[config.mk]
export PLATFORM = sky130hd
export DESIGN_NAME = accumulator_pre_merger
export DESIGN_NICKNAME = d
export VERILOG_FILES = /design/src/rtl/accumulator_pkg.sv /design/src/rtl/accumulator_pre_merger.sv
export SDC_FILE = /design/constraint.sdc
export NUM_CORES = 1
export LEC_CHECK = 0
export CAP_MARGIN = 20
export CORE_MARGIN = 2
export CORE_UTILIZATION = 25
export DETAILED_ROUTE_END_ITERATION = 6
export SKIP_CTS_REPAIR_TIMING = 1
export SYNTH_ARGS = -nofsm -noshare
export SYNTH_HDL_FRONTEND = slang
export SYNTH_SLANG_ARGS = --single-unit
[constraint.sdc]
create_clock -name clk -period 8.45 [get_ports clk]
set_clock_uncertainty 0.05 [all_clocks]
set_input_delay 1.69 -clock clk [delete_from_list [all_inputs] [get_ports clk]]
set_output_delay 1.69 -clock clk [all_outputs]
set_load 0.1 [all_outputs]
[src/rtl/accumulator_pkg.sv]
// Shared defaults for the histogram combination path. The histogram and the
// pre-merger import these so their window depth and count width agree.
package accumulator_pkg;

    localparam int ACC_WIDTH_DEFAULT        = 16;
    localparam int ACC_DEPTH_DEFAULT        = 7;
    localparam int ACC_CNT_IN_WIDTH_DEFAULT = 4;
    localparam int ACC_CNT_WIDTH_DEFAULT    = 8;

    // True when a window depth / count width combination can be built:
    // at least one window entry, and an output count at least as wide as
    // the input weight so a single sample always fits.
    function automatic bit acc_params_ok(input int depth,
                                         input int cnt_width,
                                         input int cnt_in_width);
        return (depth >= 1) && (cnt_width >= cnt_in_width);
    endfunction

endpackage

[src/rtl/accumulator_pre_merger.sv]
// Pre-accumulation stage ahead of the histogram RAM. Samples with the same
// bin value that fall within DEPTH entries of each other are folded into the
// oldest one, so the downstream read-modify-write never sees a bin twice
// within its pipeline depth. Merged counts saturate at CNT_MAX by leaving the
// overflowing duplicate in place; it later heads its own sum, so no weight
// is ever lost.
module accumulator_pre_merger
    import accumulator_pkg::*;
#(
    parameter int WIDTH        = ACC_WIDTH_DEFAULT,
    parameter int DEPTH        = ACC_DEPTH_DEFAULT,
    parameter int CNT_IN_WIDTH = ACC_CNT_IN_WIDTH_DEFAULT,
    parameter int CNT_WIDTH    = ACC_CNT_WIDTH_DEFAULT
) (
    input  logic                    clk,
    input  logic                    rst_n,
    input  logic                    merge_en,
    input  logic                    s_valid,
    output logic                    s_ready,
    input  logic [WIDTH-1:0]        s_data,
    input  logic [CNT_IN_WIDTH-1:0] s_cnt,
    output logic                    m_valid,
    input  logic                    m_ready,
    output logic [WIDTH-1:0]        m_data,
    output logic [CNT_WIDTH-1:0]    m_cnt
);

    if (!acc_params_ok(DEPTH, CNT_WIDTH, CNT_IN_WIDTH)) begin : g_param_check
        $error("accumulator_pre_merger: need DEPTH >= 1 and CNT_WIDTH >= CNT_IN_WIDTH");
    end

    localparam logic [CNT_WIDTH:0] CNT_MAX = {1'b0, {CNT_WIDTH{1'b1}}};

    typedef struct packed {
        logic                 vd;
        logic [WIDTH-1:0]     data;
        logic [CNT_WIDTH-1:0] cnt;
    } slot_t;

    // slots[DEPTH] is the newest entry, slots[0] the head about to leave
    slot_t                slots [DEPTH+1];
    logic                 adv;
    logic [CNT_WIDTH-1:0] acc;
    logic [CNT_WIDTH:0]   trial;
    logic [DEPTH:1]       absorb;

    // The window and output register move together; anything else freezes
    assign adv     = !m_valid || m_ready;
    assign s_ready = adv;

    // Scan the window oldest-first, folding same-bin entries into the head while the sum fits
    always_comb begin
        acc    = slots[0].cnt;
        trial  = '0;
        absorb = '0;
        if (merge_en && slots[0].vd) begin
            for (int i = 1; i <= DEPTH; i++) begin
                trial = {1'b0, acc} + {1'b0, slots[i].cnt};
                if (slots[i].vd && (slots[i].data == slots[0].data) && (trial <= CNT_MAX)) begin
                    acc       = trial[CNT_WIDTH-1:0];
                    absorb[i] = 1'b1;
                end
            end
        end
    end

    // Shift the window, invalidating entries that were folded into the head
    always_ff @(posedge clk or negedge rst_n) begin
        if (!rst_n) begin
            for (int i = 0; i <= DEPTH; i++) begin
                slots[i] <= '0;
            end
        end else if (adv) begin
            for (int i = 0; i < DEPTH; i++) begin
                slots[i] <= '{vd:   slots[i+1].vd && !absorb[i+1],
                              data: slots[i+1].data,
                              cnt:  slots[i+1].cnt};
            end
            slots[DEPTH] <= '{vd:   s_valid && (s_cnt != '0),
                              data: s_data,
                              cnt:  CNT_WIDTH'(s_cnt)};
        end
    end

    // Register the head together with its merged count
    always_ff @(posedge clk or negedge rst_n) begin
        if (!rst_n) begin
            m_valid <= 1'b0;
            m_data  <= '0;
            m_cnt   <= '0;
        end else if (adv) begin
            m_valid <= slots[0].vd;
            m_data  <= slots[0].data;
            m_cnt   <= merge_en ? acc : slots[0].cnt;
        end
    end

endmodule

==> results of run 1 <==
==> area by class of cell <==
class / instances / area, um2
antenna: 1 / 2.502
clock buffer: 21 / 450.4
clock inverter: 11 / 125.1
fill: 4489 / 29560
inverter: 16 / 65.06
multi-input combinational: 943 / 5311
sequential: 193 / 4832
tap: 539 / 674.4
timing repair buffer: 66 / 644.4
==> report_power, final <==
part           switching, W  internal, W  leakage, nW
clock network      0.000387     0.000424        0.272
logic               0.00130     0.000756         3.24
registers          0.000394      0.00131         2.41
==> metrics by stage <==
stage	util, %	hold slack [ns]
after global placement	27.56	0.4058
after CTS	28.94	0.4272
after global routing	29.05	0.4466
final	29.05	0.4205
after floorplan	-	0.4042
after detailed placement	27.56	0.4085
==> kinds of logic after synthesis <==
| family | after synthesis | share of synthesized area [%] |
|---|---|---|
| xor gates and xnor gates | 135 | 11.41 |
| AOI/OAI and AO/OA | 93 | 5.617 |
| DFF | 193 | 46.03 |
| adders and majority gates | 35 | 4.674 |
| muxes | 28 | 2.957 |
| and+or+nand+nor | 652 | 25.75 |
| buffers and inverters | 78 | 3.565 |
==> synth_stat cells (all sizes together), types with 3 or more instances <==
master,number,area (um2)
a211oi,5,42.54
inv,16,60.06
nor4,17,140.1
or4,3,22.52
mux2i,7,70.07
nor2,14,52.55
fa,7,140.1
nand4,14,87.58
buf,18,148.9
nor2b,8,50.05
ha,28,350.3
a22oi,3,22.52
mux2,21,240.2
nand2b,7,43.79
nand2,556,2090
a21o,13,97.59
a21oi,15,78.83
xor2,74,648.1
a31oi,3,18.77
o21ai,38,193.9
xnor2,60,525.5
nand3,7,35.03
dfrtp,193,4830
clkbuf,44,165.2
nor3,13,76.33
==> state kept, by name, summed over array words and instances, names as in the netlist <==
signal,cells
slots,168
m_valid,1
m_cnt,8
m_data,16
==> layer usage <==
metal | routed length, um | track usage (%) | up-vias | share of wire, %
met3 | 625 | 2.089 | 20 | 2.5
met5 | 0 | 0 | - | 0
met2 | 12100 | 19.32 | 113 | 48
met4 | 300 | 2.537 | 0 | 1.2
met1 | 12080 | 16.05 | 3785 | 48
li1 | - | - | 3940 | -
==> path summary, 6_finish.rpt <==
| kind | startpoint | endpoint | slack [ns] | depth (start not counted) |
|---|---|---|---|---|
| worst max-delay path | slots[192] | m_cnt[1] | 0.43 | 31 |
| worst min-delay path | m_data[12] | m_data[12] | 0.42 | 2 |
| worst max register to register | slots[192] | m_cnt[1] | 0.43 | 31 |
| worst min register to register | m_data[12] | m_data[12] | 0.42 | 2 |
| max in group asynchronous | rst_n | slots[193] | 5.44 | 3 |
| min in group asynchronous | rst_n | slots[176] | 1.17 | 1 |
==> worst register-to-register path: cells and delay by family (launching register included) <==
family	cells	cell delay (ns)
flip-flops	1	0.53
adder cells (fa/ha/maj)	7	2.22
AO/OA/AOI/OAI	6	1.19
multiplexers	6	1.80
XOR/XNOR	4	0.66
AND/OR/NAND/NOR	8	1.46
==> out/qor.txt, run 1 <==
Worst Setup End Kind: flop
Quantity of I/O buffers inserted on ports: 50
Longest Clk Path Bufs: 2
EDFF count, synth: 0
Most frequent CP cell: ha_1
Chip Height: 208.9 um
Crit-path max cell delay: 0.53 ns
Final Hold Fails: 0
P_leak: 5.926 nW
Layout cell share with drive strength beyond 1: 7.200%
TNS Setup: 0 ns
Tot GR Track Use: 11.72%
Die ar.: 43620 um2
Antenna violations before repair: 1
Residual DRC count: 0
Gpl congestion: 0.7931
CTS tree: done
Design Area, Final: 12110 um2
Ys Warns: 0
Worst path slowest cell: dfrtp_1
Worst-path fanout max: 9
Via count: 7858
Unique masters post-synth: 58
Syn Std Cell Area: 10490 um2
Critical path launch point type: flop
TritonCTS buffer count: 17
CP required: 8.76 ns
Worst-skew pair later-pin latency: 0.44 ns
Fmax: 124.8 MHz
Rows: 75
Most used DFF post-synth: dfrtp_1
Die width: 208.9 um
Final setup vio count: 0
Worst Hold Class: flop to flop
Pwr per Cell Area: 377.2 nW/um2
Largest net degree at the start of global routing: 122
Run status: complete, no violations
WS Path Type: flop to flop
Tcrit/Tclk final: 94.85%
Peak VDD IR: 0.1647 mV
# Max-Cap Violations: 0
Final Critical Period: 8.015 ns
Layout Cells excl Fill: 1790
Nets: 1297
Seq/Total Area, Yosys: 46.03%
Cell total after placement: 1756
Post-synth ARST share: 100.0%
Total power: 0.004566 W
Syn Nets: 1274
Area of the core: 41670 um2
CTS H-tree depth: 4
Syn Area/Cell: 8.643 um2
TritonRoute pass-1 iters: 7
Clk root buf: clkbuf_16
Slew at the pin closest to its max-slew limit: 1.090 ns
Worst EP arrival: 8.33 ns
Clock Sinks: 193
Final antenna-violating net count: 0
Wire per inst: 14.02 um
First-pass GRT wire length: 41.26 mm
Commonest non-fill, non-tap cells in the layout: nand2_1, dfrtp_1, xor2_1, xnor2_1, clkdlybuf4s50_1
Buf+Inv Stages, Crit Path: 0
I/O pins: 51
Layout area overhead: 15.37%
Pre-CTS setup slack: 0.3769 ns
Synthesis-stage register bit count: 193
GRT overflow: 0
DPL Wire Length: 17.21 mm
WL final: 25.10 mm
Max-Slew Margin vs Limit: 27.30%
Setup WS post-layout: 0.4348 ns
Clock slew at reported path FFs: 0.08 ns
Placed cell area: 11480 um2
RSZ-0062 raised after global routing: false
Drt initial violations: 522
Starting Density: 25.18%
Vias in the first global route: 7713
Max-slew violation total from the final report: 0
CP delay by family, top: adder cells
DR vias/cell: 4.390
Most common cell after layout, fill and taps aside: nand2_1
Gate Count Post-Synth: 1214
(Power assumes the default switching activity.)
==> inputs of run 2 (changes only) <==
clock period = 9.4 ns   (was 8.45 ns; I/O delays follow)
==> out/qor.txt, run 2 (same netlist as run 1, synthesis figures left out) <==
Biggest register: slots
Max reg flops: 168 (unchanged)
CP delay by family, top: adder cells
TNS Setup: 0 ns (unchanged)
Starting Density: 25.18% (unchanged)
TritonRoute pass-1 iters: 5 (-2)
Peak VDD IR: 0.1661 mV (+0.86%)
WL final: 25.69 mm (+2.3%)
Worst Hold Class: flop to flop
Layout area overhead: 14.51%
Worst path slowest cell: dfrtp_1
Reg2reg path depth: 31 (unchanged)
DPL Wire Length: 17.65 mm (+2.6%)
Area of the core: 41670 um2 (unchanged)
Reg2reg end: m_cnt[1]
Layout Cells excl Fill: 1778 (-0.67%)
Clock Sinks: 193 (unchanged)
Worst-skew pair later-pin latency: 0.45 ns (about the same)
Clk root buf: clkbuf_16
Largest net degree at the start of global routing: 201 (+65%)
Critical path launch point type: flop
Final setup vio count: 0 (unchanged)
WS Path Type: flop to flop
Most frequent CP cell: ha_1
Via count: 7967 (+1.4%)
Run status: complete, no violations
Fmax: 118.7 MHz (-4.9%)
Pre-CTS setup slack: 1.116 ns (+0.7395 ns)
TritonCTS buffer count: 17 (unchanged)
R2R setup slack: 0.98 ns (+0.54 ns)
Die ar.: 43620 um2 (unchanged)
Layout cell share with drive strength beyond 1: 6.053% (-1.1 points)
P_leak: 5.881 nW (-0.76%)
Vias in the first global route: 7657 (-0.73%)
Tot GR Track Use: 11.89% (+0.17 points)
Worst-path fanout max: 9 (unchanged)
Die width: 208.9 um (unchanged)
Antenna cell count: 0 (-1)
GRT overflow: 0 (unchanged)
Max-slew violation total from the final report: 0 (unchanged)
Crit. Startpoint: slots[186]
Commonest non-fill, non-tap cells in the layout: nand2_1, dfrtp_1, xor2_1, xnor2_1, clkdlybuf4s50_1
Gpl congestion: 0.8181 (+3.2%)
Drt initial violations: 622 (+19%)
Setup WS post-layout: 0.9753 ns (+0.5404 ns)
CTS tree: done
Wire per inst: 14.45 um (+3.0%)
Final Hold Fails: 0 (unchanged)
Nets: 1286 (-0.85%)
CP required: 9.72 ns (+0.96 ns)
Worst Setup End Kind: flop
# Max-Cap Violations: 0 (unchanged)
Largest regs: slots x168, m_data x16, m_cnt x8
Most common cell after layout, fill and taps aside: nand2_1
CP Depth: 31 (unchanged)
Antenna violations before repair: 0 (-1)
Residual DRC count: 0 (unchanged)
DR vias/cell: 4.481 (+2.1%)
I/O pins: 51 (unchanged)
Worst R2R Start: slots[186]
Rows: 75 (unchanged)
End-of-flow core utilization: 28.84% (-0.22 points)
Max-Slew Margin vs Limit: 31.46% (+4.2 points)
RSZ-0062 raised after global routing: false
Final antenna-violating net count: 0 (unchanged)
Clock slew at reported path FFs: 0.07 ns (about the same)
Slew at the pin closest to its max-slew limit: 1.025 ns (-0.06553 ns)
First-pass GRT wire length: 41.38 mm (+0.28%)
Quantity of I/O buffers inserted on ports: 50 (unchanged)
Longest Clk Path Bufs: 2 (unchanged)
CTS H-tree depth: 4 (unchanged)
Worst Setup EP: m_cnt[1]
Crit-path max cell delay: 0.60 ns (+0.07 ns)
Tcrit/Tclk final: 89.62% (-5.2 points)
Pwr per Cell Area: 343.0 nW/um2 (-9.1%)
Buf+Inv Stages, Crit Path: 0 (unchanged)
Cell total after placement: 1745 (-0.63%)
Chip Height: 208.9 um (unchanged)
Worst EP arrival: 8.74 ns (+0.41 ns)
Final Critical Period: 8.425 ns (+0.4096 ns)
## run 2: changes by cell type in the layout (fill, tap and decap cells not counted), moves of 2 or more
cell,change
clkinvlp_4,-2
inv_6,+4
buf_4,-12
dfrtp_1,+2
clkbuf_1,-2
dfrtp_2,-2
nor2_2,-2
clkinv_2,+2
nor2_1,+2
## run 2: cell type report
type,instances,area [um2]
multi-input cells,943,5296
flip-flops and latches,193,4830
inverters,16,65.06
repair buffers,55,574.3
clock inverters,12,118.9
well taps,539,674.4
fillers,4463,29650
clock buffers,20,456.7
## run 2: report_power, final
part	internal [W]	switching, W
Clock	0.000386	0.000346
Sequential	0.00117	0.000430
Combinational	0.000665	0.00112
## run 2: through the flow
step	hold WS (ns)	instance area, um2	power, W
3_5_place_dp	0.4049	11410	0.003404
4_1_cts	0.4220	11990	0.004150
5_1_grt	0.4479	12020	0.004421
6_report	0.4137	12020	0.004121
2_1_floorplan	0.4042	10490	0.002898
3_3_place_gp	0.4048	11410	0.003358
## run 2: routing by layer
layer	vias to the layer above	share of wire (%)	track usage [%]
met5	-	0	0
met1	3885	47	16.24
met3	31	3.4	2.119
li1	3913	-	-
met4	0	1.7	3.177
met2	138	48	19.38
## run 2: worst min path at each step
stage               start    endpoint  slack, ns  cells after the start
2_1_floorplan  slots[149]  slots[149]       0.40                      2
3_3_place_gp    m_data[4]   m_data[4]       0.40                      2
3_5_place_dp   m_data[15]  m_data[15]       0.40                      2
4_1_cts        m_data[15]  m_data[15]       0.42                      2
5_1_grt        m_data[15]  m_data[15]       0.45                      2
6_report       m_data[15]  m_data[15]       0.41                      2
## run 2: worst min-delay path, cell delays in order (launching register included)
cell and delay, ns:
dfrtp_1 0.34, nand2_1 0.05, nand2_1 0.04
==> inputs of run 3 (changes only) <==
CTS_CLUSTER_DIAMETER = 40   (was default)
==> results of run 3 <==
No change in the layout: final DEF, timing and power equal those of run 2.
